## src/rtl/hilo_pkg.sv

```systemverilog
// Shared types for the HI/LO accumulator: result-mode encoding and FSM states.
package hilo_pkg;

  // Result mode carried on ext_op; 2'b11 is handled as a plain write.
  typedef enum logic [1:0] {
    EXT_WRITE = 2'b00,
    EXT_ADD   = 2'b01,
    EXT_SUB   = 2'b10
  } ext_op_e;

  // Accumulate sequencing: product captured in ACC, sum captured in WB.
  typedef enum logic [1:0] {
    IDLE = 2'b00,
    ACC  = 2'b01,
    WB   = 2'b10
  } state_e;

  // True for the two modes that start a multi-cycle accumulate.
  function automatic logic is_accum(input logic [1:0] op);
    return (op == EXT_ADD) || (op == EXT_SUB);
  endfunction

endpackage

```

## src/rtl/hilo_addsub.sv

```systemverilog
// Combinational W-bit adder/subtractor, result modulo 2^W, no flags.
module hilo_addsub #(
  parameter int W = 64
) (
  input  logic [W-1:0] a_i,
  input  logic [W-1:0] b_i,
  input  logic         sub_i,
  output logic [W-1:0] y_o
);

  // Select a+b or a-b; wrap-around is the intended behaviour.
  always_comb begin
    if (sub_i) begin
      y_o = a_i - b_i;
    end else begin
      y_o = a_i + b_i;
    end
  end

endmodule

```

## src/rtl/hilo_acc.sv

```systemverilog
// HI/LO architectural register pair with MTHI/MTLO writes, mul/div result
// writes and a two-stage multiply-accumulate (MADD/MSUB) with flush support.
module hilo_acc
  import hilo_pkg::*;
#(
  parameter int                 DATA_W  = 32,
  parameter logic [DATA_W-1:0]  RST_VAL = '0
) (
  input  logic              clk,
  input  logic              rst,
  input  logic              md_finish,
  input  logic [1:0]        ext_op,
  input  logic [DATA_W-1:0] md_hi,
  input  logic [DATA_W-1:0] md_lo,
  input  logic              hi_wr,
  input  logic              lo_wr,
  input  logic [DATA_W-1:0] wr_data,
  input  logic              flush,
  output logic [DATA_W-1:0] hi,
  output logic [DATA_W-1:0] lo,
  output logic              busy,
  output logic              ovr_err
);

  localparam int PW = 2 * DATA_W;

  state_e            state_q, state_d;
  ext_op_e           op_q, op_d;
  logic [PW-1:0]     prod_q, prod_d;
  logic [PW-1:0]     sum_q, sum_d;
  logic [DATA_W-1:0] hi_q, hi_d;
  logic [DATA_W-1:0] lo_q, lo_d;
  logic              ovr_q, ovr_d;
  logic [PW-1:0]     addsub_y;
  logic              any_req;

  assign any_req = md_finish | hi_wr | lo_wr;

  hilo_addsub #(
    .W (PW)
  ) u_addsub (
    .a_i   ({hi_q, lo_q}),
    .b_i   (prod_q),
    .sub_i (op_q == EXT_SUB),
    .y_o   (addsub_y)
  );

  // FSM state register; reset aborts any accumulate in flight.
  always_ff @(posedge clk or posedge rst) begin
    if (rst) begin
      state_q <= IDLE;
    end else begin
      state_q <= state_d;
    end
  end

  // FSM next-state: flush always returns to IDLE.
  always_comb begin
    state_d = IDLE;
    case (state_q)
      IDLE: begin
        if (!flush && md_finish && is_accum(ext_op)) begin
          state_d = ACC;
        end else begin
          state_d = IDLE;
        end
      end
      ACC: begin
        if (flush) begin
          state_d = IDLE;
        end else begin
          state_d = WB;
        end
      end
      WB:      state_d = IDLE;
      default: state_d = IDLE;
    endcase
  end

  // FSM outputs: any non-IDLE state blocks new writes.
  always_comb begin
    busy = 1'b0;
    case (state_q)
      IDLE:    busy = 1'b0;
      ACC:     busy = 1'b1;
      WB:      busy = 1'b1;
      default: busy = 1'b0;
    endcase
  end

  // Datapath next-state: HI/LO writes, product/sum capture, sticky overrun.
  always_comb begin
    hi_d   = hi_q;
    lo_d   = lo_q;
    prod_d = prod_q;
    op_d   = op_q;
    sum_d  = sum_q;
    // A flushed request never counts as an overrun.
    if (busy && !flush && any_req) begin
      ovr_d = 1'b1;
    end else begin
      ovr_d = ovr_q;
    end
    case (state_q)
      IDLE: begin
        if (flush) begin
          hi_d = hi_q;
        end else if (md_finish) begin
          // md_finish has priority; a concurrent MTHI/MTLO is dropped.
          if (is_accum(ext_op)) begin
            prod_d = {md_hi, md_lo};
            op_d   = ext_op_e'(ext_op);
          end else begin
            hi_d = md_hi;
            lo_d = md_lo;
          end
        end else begin
          if (hi_wr) begin
            hi_d = wr_data;
          end else begin
            hi_d = hi_q;
          end
          if (lo_wr) begin
            lo_d = wr_data;
          end else begin
            lo_d = lo_q;
          end
        end
      end
      ACC: begin
        if (!flush) begin
          sum_d = addsub_y;
        end else begin
          sum_d = sum_q;
        end
      end
      WB: begin
        if (!flush) begin
          {hi_d, lo_d} = sum_q;
        end else begin
          hi_d = hi_q;
        end
      end
      default: begin
        hi_d = hi_q;
      end
    endcase
  end

  // Datapath registers; reset clears everything without waiting for clk.
  always_ff @(posedge clk or posedge rst) begin
    if (rst) begin
      hi_q   <= RST_VAL;
      lo_q   <= RST_VAL;
      prod_q <= '0;
      sum_q  <= '0;
      op_q   <= EXT_WRITE;
      ovr_q  <= 1'b0;
    end else begin
      hi_q   <= hi_d;
      lo_q   <= lo_d;
      prod_q <= prod_d;
      sum_q  <= sum_d;
      op_q   <= op_d;
      ovr_q  <= ovr_d;
    end
  end

  assign hi      = hi_q;
  assign lo      = lo_q;
  assign ovr_err = ovr_q;

endmodule

```

## config.mk

```make
export PLATFORM = sky130hd
export DESIGN_NAME = hilo_acc
export DESIGN_NICKNAME = d
export VERILOG_FILES = /design/src/rtl/hilo_pkg.sv /design/src/rtl/hilo_addsub.sv /design/src/rtl/hilo_acc.sv
export SDC_FILE = /design/constraint.sdc
export NUM_CORES = 1
export LEC_CHECK = 0
export BUFFER_PORTS_ARGS = -buffer_cell sky130_fd_sc_hd__buf_4
export CAP_MARGIN = 20
export CORE_MARGIN = 5
export CORE_UTILIZATION = 48
export DETAILED_ROUTE_END_ITERATION = 16
export GPL_TIMING_DRIVEN = 0
export HOLD_SLACK_MARGIN = 0.08
export PLACE_DENSITY = 0.68
export RECOVER_POWER = 50
export SYNTH_ARGS = -nofsm -noshare
export SYNTH_HDL_FRONTEND = slang
export SYNTH_HIERARCHICAL = 1
export SYNTH_SLANG_ARGS = --single-unit
```

## constraint.sdc

```tcl
create_clock -name clk -period 10.5 [get_ports clk]
set_clock_uncertainty 0.15 [all_clocks]
set_input_delay 1.05 -clock clk [delete_from_list [all_inputs] [get_ports clk]]
set_output_delay 1.05 -clock clk [all_outputs]
set_load 0.01 [all_outputs]
```

==> metrics.txt <==
minimum clock period after layout=6.118 ns; Critical Path Start Type=flip-flop; overflow left after global routing=0; Worst-Skew Late Latency=0.44 ns; proportion of synthesized flip-flops having asynchronous set or reset=100.0%; worst-case setup margin in the final layout=4.382 ns; power per unit of standard cell area=roughly 290 mW/mm²; synth unique cells=between 70 and 80; Slew HR=-193.2%; clock tree from TritonCTS=yes; setup bufs post-CTS=0; Total GRT Usage=between 20% and 30%; count of vias placed by the detailed router=12,121; Max Buffers Root-to-Sink=2; violations in the final reports=max-capacitance violations, max-slew violations; area of the mapped netlist=0.01417 mm²; area of placed instances=approximately 0.016 mm²; Max Transition Viols Final=96; length of the first detailed-routing pass in iterations=5; crit path DAT=6.30 ns; standard cell with the maximum stage delay on the critical path=o41ai_1; filler cell count=2,680; final wirelength=46,140 µm; Worst Hold Class=flip-flop to flip-flop; fraction of the yosys area taken by sequential cells=34.79%; f_max=163.5 MHz; # port buffers=168; first-pass GRT wire length=between 70,000 and 80,000 µm; number of global-route vias before repair=around 12,000; area share of the largest cell type after synthesis=around a third; synthesized net count=1,616; number of enable-type register cells in the synthesized netlist=0; start-to-end type of the worst setup path=flip-flop to flip-flop; number of rows in the core area=63; Clk Tree Root Cell=clkbuf_16; net count of the finished layout=1,804; most used flip-flop cell after synthesis=dfrtp_1; largest net degree at the start of global routing=103; standby leakage power=7.157 nW; growth of design area from synthesis to finish=15.76%; number of top-level pins=170; Die X=between 150 and 200 µm; Worst setup EP type=flip-flop; DR WL/cell=22.68 µm; core area=a little under 0.03 mm²; maximum fanout along the worst path=7; DR iter-0 viols=954; Synth warnings=6; cell type contributing the most total cell area after synthesis=dfrtp_1; cell with the most instances after synthesis=dfrtp_1; DPL Wire Length=approximately 36,000 µm; Hold Vio Cnt, Final=0; hold bufs inserted after CTS=0; critical path data required time=10.68 ns; number of clock buffers inserted by TritonCTS=17; Placement Setup Slack=4.643 ns; Commonest cells post-synth=197 x dfrtp_1, 125 x nand2_1, 118 x mux2_2; final setup vio count=0; post-detailed-route DRC marker count=0; antenna-violating nets left=0; transition at the pin with the smallest max-transition slack=4.374 ns; H-tree levels=4; fin crit share=58.27%; final weighted congestion in routability-driven placement=0.9726; number of instances in the synthesized netlist=1,444; initial cell density of the core=a little under 50%; Cell Count, Final, Fillers Out=2,034; share of layout cells above drive strength 1=23.01%; cell count after placement=around 2,000; syn avg cell area=slightly below 10 µm²; die footprint=between 0.03 and 0.04 mm²; crit-path max cell delay=0.75 ns; # clock sinks=197; setup TNS=0 ns; list of cells traversed by the critical path=nor4_2, nor4b_2, nand4_1, nor3_2, nor4b_4, nor3b_2, nor2_1, xnor2_1, ha_1, clkbuf_1, nand2_1, nor2_1, nand4_1, o41ai_1, a21oi_1, xnor2_1, mux2_2; worst-case vdd ir drop=0.1439 mV; status=complete, but fails checks; register clock-pin slew on the reported worst setup and hold paths=0.07 ns; largest cells by area after synthesis=dfrtp_1 35%, mux2_2 9.4%, ha_1 5.9%; RSZ-0062 raised after global routing=no; initial antenna violation count=2; Die Height=181.8 µm; post-CTS resize count=0; post-route cell area=about 0.016 mm²; via/cell ratio=around 6.0; Yosys reg bits=a little under 200; Max Cap Viol=1
[layer usage]
layer	wire length, µm	vias up	part of all wire (%)	GRT usage [%]
met5	8	-	0.017	0
met4	1026	2	2.2	7.295
met3	3055	71	6.6	5.689
met2	22570	433	49	47.22
met1	19480	6027	42	35.44
li1	-	5588	-	-
[sequential cells by signal, summed over array words and instances (netlist names)]
register and count:
hi 32, lo 32, op_q 2, ovr_err 1, prod_q 64, state_q 2
sum_q 64
[cell families after synthesis]
| group | count (synthesis) | share of synthesized area, % |
|---|---|---|
| mux | 259 | 21.27 |
| fa+ha+maj | 68 | 6.058 |
| flops | 197 | 34.79 |
| simple gates | 355 | 12.39 |
| compound gates | 333 | 14.04 |
| buf+inv | 108 | 3.780 |
| xor+xnor | 124 | 7.665 |
[final timing paths]
kind | startpoint | endpoint | slack, ns | cells after the start
worst max-delay path | prod_q[17] | sum_q[60] | 4.38 | 17
worst min-delay path | ovr_err | ovr_err | 0.34 | 1
worst min register to register | ovr_err | ovr_err | 0.34 | 1
min in group asynchronous | rst | prod_q[38] | 1.77 | 2
max in group asynchronous | rst | lo[18] | 6.43 | 2
worst max register to register | prod_q[17] | sum_q[60] | 4.38 | 17
[stage by stage]
stage | hold slack, ns | utilization [%] | power (mW)
global placement | 0.3118 | 54.14 | 4.063
floorplan | 0.3305 | - | 3.303
global route | 0.3535 | 55.78 | 5.144
finish | 0.3383 | 55.79 | 4.810
detailed placement | 0.3176 | 54.26 | 4.107
CTS | 0.3374 | 56.23 | 4.807
[where the power goes]
group / total, mW / internal (mW) / switching, mW
Sequential: 1.28 / 1.02 / 0.260
Combinational: 2.85 / 1.24 / 1.61
Clock: 0.676 / 0.377 / 0.299
Total: 4.81 / 2.64 / 2.17
[layout make-up]
class / count / area (µm²) / area share (%)
multi-input combinational: 1139 / 8703 / 53.06
inverter: 31 / 117.6 / 0.7171
buffer: 77 / 405.4 / 2.472
antenna: 1 / 2.502 / 0.01526
clock inverter: 10 / 132.6 / 0.8086
sequential: 197 / 4930 / 30.06
clock buffer: 20 / 446.7 / 2.723
timing repair buffer: 169 / 1176 / 7.171
tap: 390 / 488.0 / 2.975
[cell usage in the layout, fill, tap and decap left out, drive strengths merged, types with 67 or more instances in the layout]
master | Yosys | layout
clkbuf | 46 | 100
nor2 | 79 | 79
ha | 67 | 67
o21ai | 113 | 113
buf | 31 | 166
mux2 | 193 | 193
dfrtp | 197 | 197
nand2 | 125 | 125
xnor2 | 88 | 88
a21oi | 106 | 106
[worst max-delay path, delay by kind of cell, from the launching register on]
kind | cells | cell delay (ns)
and+or+nand+nor | 10 | 3.34
AOI/OAI and AO/OA | 2 | 0.93
DFF | 1 | 0.44
xor gates and xnor gates | 2 | 0.34
adders and majority gates | 1 | 0.27
buffers and inverters | 1 | 0.26
muxes | 1 | 0.26
Power figures use the tool's default switching activity.
